### config.mk
export PLATFORM = sky130hd
export DESIGN_NAME = turn_queue
export DESIGN_NICKNAME = d
export VERILOG_FILES = /design/src/rtl/snake_pkg.sv /design/src/rtl/key_edge_detect.sv /design/src/rtl/turn_queue.sv
export SDC_FILE = /design/constraint.sdc
export NUM_CORES = 1
export LEC_CHECK = 0
export ABC_CLOCK_PERIOD_IN_PS = 3450
export CAP_MARGIN = 10
export CORE_AREA = 2 2 78 50
export DETAILED_ROUTE_END_ITERATION = 16
export DIE_AREA = 0 0 80 52
export PLACE_DENSITY = 0.64
export SKIP_CTS_REPAIR_TIMING = 1
export SKIP_LAST_GASP = 1
export SYNTH_ARGS = -nofsm -noshare
export SYNTH_HDL_FRONTEND = slang
export SYNTH_SLANG_ARGS = --single-unit
### constraint.sdc
create_clock -name clk -period 3.45 [get_ports clk]
set_clock_uncertainty 0.2 [all_clocks]
set_input_delay 0.69 -clock clk [delete_from_list [all_inputs] [get_ports clk]]
set_output_delay 0.69 -clock clk [all_outputs]
set_load 0.02 [all_outputs]
### src/rtl/snake_pkg.sv
// Shared heading encoding for the snake game: used by control, datapath and the turn queue.
// Pure declarations, no logic; opposite() flips the low bit to reverse a heading.
// No flow control.
package snake_pkg;

    typedef logic [1:0] dir_t;

    localparam dir_t LEFT  = 2'b00;
    localparam dir_t RIGHT = 2'b01;
    localparam dir_t UP    = 2'b10;
    localparam dir_t DOWN  = 2'b11;

    localparam int KEY_N = 4;

    function automatic dir_t opposite(input dir_t d);
        return d ^ 2'b01;
    endfunction

endpackage

### src/rtl/key_edge_detect.sv
// Turns four held-key levels into a registered single press (priority down > up > right > left).
// Latency: 1 cycle from key rising to press_vld.
// No backpressure: a press is presented for one cycle and never held.
module key_edge_detect
    import snake_pkg::*;
(
    input  logic       clk,
    input  logic       resetn,
    input  logic       left,
    input  logic       right,
    input  logic       up,
    input  logic       down,
    output logic       press_vld,
    output logic [1:0] press_dat
);

    logic [KEY_N-1:0] key_lvl;
    logic [KEY_N-1:0] key_q;
    logic [KEY_N-1:0] key_rise;
    dir_t             sel;

    assign key_lvl  = {down, up, right, left};
    assign key_rise = key_lvl & ~key_q;

    always_comb begin
        sel = LEFT;
        if (key_rise[3])
            sel = DOWN;
        else if (key_rise[2])
            sel = UP;
        else if (key_rise[1])
            sel = RIGHT;
    end

    // History loads live levels in reset so a key held through reset is not a press.
    always_ff @(posedge clk) begin
        if (!resetn) begin
            key_q     <= key_lvl;
            press_vld <= 1'b0;
            press_dat <= LEFT;
        end else begin
            key_q     <= key_lvl;
            press_vld <= |key_rise;
            press_dat <= sel;
        end
    end

endmodule

### src/rtl/turn_queue.sv
// Queues accepted turn presses and releases one per step; optional drop stats via TURN_QUEUE_STATS_EN.
// Latency: key edge -> count 2 cycles, step -> direction 1 cycle.
// Always ready; presses arriving while full (no step) are discarded and flagged on drop.
module turn_queue
    import snake_pkg::*;
#(
    parameter int         DEPTH    = 4,
    parameter logic [1:0] DIR_INIT = 2'b01
) (
    input  logic                     clk,
    input  logic                     resetn,
    input  logic                     left,
    input  logic                     right,
    input  logic                     up,
    input  logic                     down,
    input  logic                     step,
    input  logic                     flush,
    output logic [1:0]               direction,
    output logic [$clog2(DEPTH):0]   count,
    output logic                     full,
    output logic                     drop,
    output logic [7:0]               drop_count
);

    localparam int PW = $clog2(DEPTH);
    localparam int CW = PW + 1;
    localparam logic [CW-1:0] CNT_MAX = CW'(DEPTH);

    logic          press_vld;
    logic [1:0]    press_dat;

    dir_t          mem [DEPTH];
    logic [PW-1:0] wr_ptr;
    logic [PW-1:0] rd_ptr;
    logic [PW-1:0] wr_last;
    logic [CW-1:0] cnt_q;
    logic [CW-1:0] cnt_nxt;
    dir_t          dir_q;
    logic          drop_q;

    logic          empty;
    logic          is_full;
    dir_t          tail;
    logic          accept;
    logic          bypass;
    logic          do_push;
    logic          do_pop;
    logic          discard;

    key_edge_detect u_key_edge (
        .clk       (clk),
        .resetn    (resetn),
        .left      (left),
        .right     (right),
        .up        (up),
        .down      (down),
        .press_vld (press_vld),
        .press_dat (press_dat)
    );

    assign wr_last = wr_ptr - 1'b1;
    assign empty   = (cnt_q == '0);
    assign is_full = (cnt_q == CNT_MAX);

    always_comb begin
        tail    = empty ? dir_q : mem[wr_last];
        accept  = press_vld && (press_dat != tail) && (press_dat != opposite(tail));
        do_pop  = step && !empty;
        // An accepted press meeting a step on an empty queue goes straight to the heading.
        bypass  = accept && step && empty;
        do_push = accept && !bypass && (!is_full || step);
        discard = accept && is_full && !step;
    end

    always_comb begin
        cnt_nxt = cnt_q;
        if (do_push && !do_pop)
            cnt_nxt = cnt_q + 1'b1;
        else if (do_pop && !do_push)
            cnt_nxt = cnt_q - 1'b1;
    end

    always_ff @(posedge clk) begin
        if (!resetn) begin
            dir_q  <= DIR_INIT;
            cnt_q  <= '0;
            wr_ptr <= '0;
            rd_ptr <= '0;
            drop_q <= 1'b0;
        end else if (flush) begin
            dir_q  <= DIR_INIT;
            cnt_q  <= '0;
            wr_ptr <= '0;
            rd_ptr <= '0;
            drop_q <= 1'b0;
        end else begin
            cnt_q  <= cnt_nxt;
            drop_q <= discard;
            if (do_pop) begin
                dir_q  <= mem[rd_ptr];
                rd_ptr <= rd_ptr + 1'b1;
            end else if (bypass) begin
                dir_q  <= press_dat;
            end
            if (do_push)
                wr_ptr <= wr_ptr + 1'b1;
        end
    end

    // Storage needs no reset: an entry is only read once count covers it.
    always_ff @(posedge clk) begin
        if (resetn && !flush && do_push)
            mem[wr_ptr] <= press_dat;
    end

`ifdef TURN_QUEUE_STATS_EN
    logic [7:0] drop_cnt_q;

    always_ff @(posedge clk) begin
        if (!resetn)
            drop_cnt_q <= 8'h00;
        else if (!flush && discard && (drop_cnt_q != 8'hFF))
            drop_cnt_q <= drop_cnt_q + 8'd1;
    end

    assign drop_count = drop_cnt_q;
`else
    assign drop_count = 8'h00;
`endif

    assign direction = dir_q;
    assign count     = cnt_q;
    assign full      = is_full;
    assign drop      = drop_q;

endmodule

# Word level (Yosys, flattened, before mapping)
# Memory sizes are Yosys's and may differ from the RTL's. A register that Yosys moved wholly into a read port is not among the register bits.
# Index checks and enable logic that the tools add are counted.
# classes
n_reduce_logical	26
n_addsub	5
n_eq_ne	3
mux	12
bitwise	4
# ops
operator	n
$mux 2	7
$logic_and 1x1->1	13
$logic_not 1->1	7
$mux 3	2
$add 2x1->2 const B	2
$and 4x4->4	1
$ne 2x2->1	2
$not 4->4	1
$reduce_bool 2->1	2
$reduce_or 4->1	1
$add 3x1->3 const B	1
$eq 3x3->1 const B	1
$logic_not 3->1	1
$mux 1	3
$sub 3x1->3 const B	1
$not 1->1	2
$reduce_or 2->1	1
$sub 2x1->2 const B	1
$logic_or 1x1->1	1
# totals
n_memories	1
ram_bits	8
wordCells	59
output_inout_bits	15
regBits	17
input_bits	8
# mem_list
name	words	width	rd	rd_clocked_by_memory_dff	wr	line	source
mem	4	2	2	1	1	turn_queue.sv:32	dir_t mem [DEPTH];

# Depth between registers and ports, before layout
# Gate-level depths: netlist (run 1).
# An unclocked memory read counts as a cell.
# logic_depth
word_depth	15
ltp_mapped	11
ltp_nobuf	11

# By module
# Synthesis (run 1) repeated with hierarchy kept, for this count alone.
# hier_totals
cells_unflattened	124
area_unflattened_um2	1340.0
# by_module_without_submodules
module	n_inst	seq_area_each_um2	cells_each	area_per_inst_um2
turn_queue	1	480.5	108	1124.8
key_edge_detect	1	140.1	16	215.2

# Worst setup path before layout (run 1)
# No wires, ideal clock.
# synth_timing
kind	flip-flop to flip-flop
from	reg wr_ptr[0]
to	reg cnt_q[2], in the netlist count[2]
path_slack_ns	0.382
synth_period_minus_slack_ns	3.068
setup_time_ns	0.070
arrival_ns	2.797
n_path_buf	0
stages_incl_launch_ff	12
t_required_ns	3.180
path_cell_list	dfxtp_1 -> inv_1 -> ha_1 -> mux4_2 -> xnor2_2 -> a211oi_2 -> ha_1 -> inv_1 -> fa_1 -> xor2_1 -> or3_1 -> a21oi_1
# synth_between
elab_chain_len	14
elab_cells_between_ends	18
cone_classes	add/sub: 1; eq/ne: 2; mux: 2; bitwise: 1; reduce/logical: 11; memory: 1
# synth_lines
item	line	source
start: declaration	turn_queue.sv:33	logic [PW-1:0] wr_ptr;
start signal: assignment	turn_queue.sv:106	wr_ptr <= wr_ptr + 1'b1;
$sub 2x1->2 *	turn_queue.sv:61	assign wr_last = wr_ptr - 1'b1;
named net wr_last[0]	turn_queue.sv:35	logic [PW-1:0] wr_last;
$mem_v2 4x2 *	-	
$mux 2 *	turn_queue.sv:66	tail = empty ? dir_q : mem[wr_last];
$ne 2x2->1 / $not 1->1 (equally long branches)	-	
$logic_and 1x1->1 / $ne 2x2->1 (equally long branches)	turn_queue.sv:67	accept = press_vld && (press_dat != tail) && (press_dat != opposite(tail));
$logic_and 1x1->1 *	turn_queue.sv:67	
$logic_and 1x1->1 (2 in a row)	turn_queue.sv:70	bypass = accept && step && empty;
$logic_not 1->1	turn_queue.sv:71	do_push = accept && !bypass && (!is_full || step);
$logic_and 1x1->1 * (2 in a row)	turn_queue.sv:71	
$logic_not 1->1	turn_queue.sv:79	else if (do_pop && !do_push)
$logic_and 1x1->1	turn_queue.sv:79	
$reduce_bool 2->1 (no line)	-	
end signal: assignment	turn_queue.sv:97	cnt_q <= cnt_nxt;
end: declaration	turn_queue.sv:36	logic [CW-1:0] cnt_q;
# Mark *: on every way through the listed nets, which the timed path passes. The rest lies on a longest branch.
# A chain may end at the register's enable or synchronous reset.

# Worst setup path in the final report (run 1)
# Ends and elaborated chain as after synthesis.

==> impl_summary.md, run 1 <==
Clock network
The clock drives 27 sinks. The register clock-pin slew on the reported worst setup and hold paths is 90 ps. At the later pin of the worst-skew pair, clock insertion delay measures 270 ps.

The number of buffers on the longest clock path is 2. The level count of the clock H-tree is 1. In this run, CTS created clock tree buffers numbering 3. TritonCTS built the clock tree. The tree is rooted in a sky130_fd_sc_hd__clkbuf_8.

GRT
The initial antenna violation count is 0. The largest net degree at the start of global routing is 15. The global-route congestion overflow total is 0.

The number of global-route vias before repair is 753. The first-pass GRT wire length is 3800 um. The total track usage is 12.7%.

Die
During I/O placement, the number of pins put on the boundary was 23. The starting density of the core is 35.9%. The die is 80 um wide.

The die is 52 um tall. Row generation in the floorplan step produced 17 rows. The floorplan step defined a core boundary enclosing 3490 sq um. The total die area is 4160 sq um.

Hold path
The worst hold path startpoint is direction[0]$_SDFFE_PP1P_. The tightest min-delay check is of the reg2reg type.

Routing
The total wirelength of the detailed-routed design is 2180 um. After detailed routing, the number of remaining DRC violations is 0. The detailed router placed 787 vias in this run.

The number of vias per cell after detailed routing is 4.58. The antenna violation net count after detailed routing is 0. The first routing iteration left 55 violations. In the final routed layout, each cell accounts on average for 12.7 um.

The number of iterations in the first detailed-routing pass is 4.

Critical path
The library cell contributing the largest single delay on the critical path is sky130_fd_sc_hd__dfxtp_1. The reg-to-reg startpoint is wr_ptr[0]$_SDFFE_PP0N_. The start point of the critical path is wr_ptr[0]$_SDFFE_PP0N_. The data required time at the worst endpoint is 3450 ps. The worst setup path is launched from a flip-flop. The critical path goes through inv_1, ha_1, mux4_2, xnor2_2, a211oi_2, ha_1, inv_1, fa_1, xor2_1, or3_1, a21oi_1. Broken down by cell family, the worst path's largest delay share belongs to adder cells.

The worst setup path is captured at a flip-flop. The setup path with the least slack is of type reg2reg. Data on the critical path arrives at its endpoint at 3150 ps. The count of buffering cells on the critical path with inverters included is 2. The largest single stage delay on the critical path is 430 ps.

In this run the worst path has a maximum fanout of 5.

Yosys
The mapped netlist covers 1250 sq um. For this run, asynchronously set or reset flops after synthesis account for 0%. Sorting the synthesized cells by area gives the leading types as sky130_fd_sc_hd__dfxtp_1 (30%), sky130_fd_sc_hd__edfxtp_1 (19%), sky130_fd_sc_hd__mux4_2 (5.4%). The share of synthesized area in the top cell type comes to 30.4%. Of all cell types, the one taking the most synthesized area is sky130_fd_sc_hd__dfxtp_1.

Sorting the synthesized cells by how often they occur yields sky130_fd_sc_hd__dfxtp_1 (19), sky130_fd_sc_hd__buf_4 (8), sky130_fd_sc_hd__edfxtp_1 (8), sky130_fd_sc_hd__nand2_1 (7). The sequential cell area fraction in the yosys report is 49.6%. The post-synthesis instance total is 108. The most frequent cell after synthesis is sky130_fd_sc_hd__dfxtp_1. After synthesis, the netlist uses 38 different library cells. The synthesized area per cell is 11.6 sq um.

After synthesis the netlist holds a flip-flop and latch count of 27. Yosys mapped a number of flops with a built-in enable equal to 8. The Yosys step of the flow raised 0 warnings.

For this run, the leading register cell type out of synthesis is sky130_fd_sc_hd__dfxtp_1.

Placement
Once detailed placement completed, the half-perimeter wirelength came to 1750 um. Input and output buffers added on the ports amount to 14. At the end of routability-driven placement, the weighted congestion stood at 0.851.

Power
The reported leakage power is 0.547 nW. The total power consumption of the routed design is 0.633 mW. Across the VDD grid, the largest voltage drop is 166 uV.

The total power per unit cell area is 433 nW/um^2.

STA
The achievable frequency is 0.317 GHz. The worst path in the final design needs a cycle of 3150 ps, including I/O delays and setup. The final hold violation count is 0. The final count of negative-setup-slack endpoints is 0. The total negative slack for setup checks is 0 ps. The period utilization is 91.4%. Setup repair after global routing left no endpoint under its margin.

The number of pins with negative max-slew slack in the final report is 0.

Final layout
The repair_antennas step left the layout with diodes totalling 0. Relative to the synthesized area, the layout overhead comes to 16.8%. Measured on the finished design, the core utilization comes to 41.9%. In the final layout, the share of cells above drive strength 1 is 9.60%.

After the last flow step, the layout net total stands at 140.

Flow run
Across the run, the number of max-cap violations was 0.

Status
The run finished with clean final reports.
-- routing by layer --
layer	track usage (%)	part of all wire [%]
met5	0	0
met4	3.39	0.51
met3	4.34	7.2
met2	17.2	40
met1	18.9	52
-- power breakdown --
group / total [mW] / internal, mW / switching, mW
logic: 0.109 / 0.0486 / 0.0603
clock network: 0.173 / 0.0825 / 0.0902
registers: 0.351 / 0.337 / 0.0139
total: 0.633 / 0.468 / 0.164
-- state kept, by name, summed over array words and instances, names as in the netlist, named ones only --
register,cells
u_key_edge.key_q,4
rd_ptr,2
count,3
wr_ptr,2
mem,8
u_key_edge.press_dat,2
direction,2
u_key_edge.press_vld,1
drop,1
-- cells by family (layout without fill, tap and decap cells) --
| family | count (synthesis) | in the layout | synth area share (%) |
|---|---|---|---|
| and+or+nand+nor | 29 | 29 | 12.3 |
| DFF | 27 | 27 | 49.6 |
| AOI/OAI and AO/OA | 17 | 17 | 10.4 |
| buffers and inverters | 15 | 25 | 7.50 |
| xor gates and xnor gates | 7 | 7 | 5.50 |
| adders and majority gates | 6 | 6 | 6.60 |
| muxes | 6 | 6 | 7.80 |
| other | 1 | 8 | 0.300 |
-- cell type report --
class	count	area, sq um
Multi-Input combinational cell	73	563
Timing Repair Buffer	16	155
Clock buffer	4	45.0
Sequential cell	27	621
Fill cell	334	2030
Inverter	5	18.8
Tap cell	47	58.8
-- stage by stage --
stage / hold slack, ps / area, sq um / cells / worst slack (ps)
after detailed placement: 281 / 1420 / 168 / 322
after floorplan: 260 / 1280 / 115 / 382
after global placement: 270 / 1420 / 168 / 352
final: 294 / 1460 / 172 / 298
after CTS: 302 / 1460 / 172 / 289
after global routing: 330 / 1460 / 172 / 159
-- cell usage in the layout, fill, tap and decap left out, drive strengths merged, types with 2 or more instances in the layout --
cell and instances:
dfxtp 19, clkdlybuf4s50 14, conb 8, edfxtp 8, nand2 7, inv 5, xor2 5, nor2 5
ha 5, o21ai 5, and2 4, clkbuf 4, mux4 3, mux2i 3, nand2b 3, or3 2
nor3 2, a21oi 2, nand3b 2, a21boi 2, buf 2, xnor2 2, a211oi 2
-- path summary, 6_finish.rpt --
check | slack [ps] | cells after the start | endpoint
setup / recovery | 300 | 11 | count[2]$_SDFFE_PP0P_
hold / removal | 290 | 1 | direction[0]$_SDFFE_PP1P_
hold reg to reg | 290 | 1 | direction[0]$_SDFFE_PP1P_
setup reg to reg | 300 | 11 | count[2]$_SDFFE_PP0P_
(Power assumes the default switching activity.)
==> run 2: changes to the inputs <==
--- a/config.mk
+++ b/config.mk
@@ -6,7 +6,7 @@
 export NUM_CORES = 1
 export LEC_CHECK = 0
 export ABC_CLOCK_PERIOD_IN_PS = 3450
-export CAP_MARGIN = 10
+export CAP_MARGIN = 20
 export CORE_AREA = 2 2 78 50
 export DETAILED_ROUTE_END_ITERATION = 16
 export DIE_AREA = 0 0 80 52
==> results of run 2 <==
No change in the layout: final DEF, timing and power equal those of run 1.
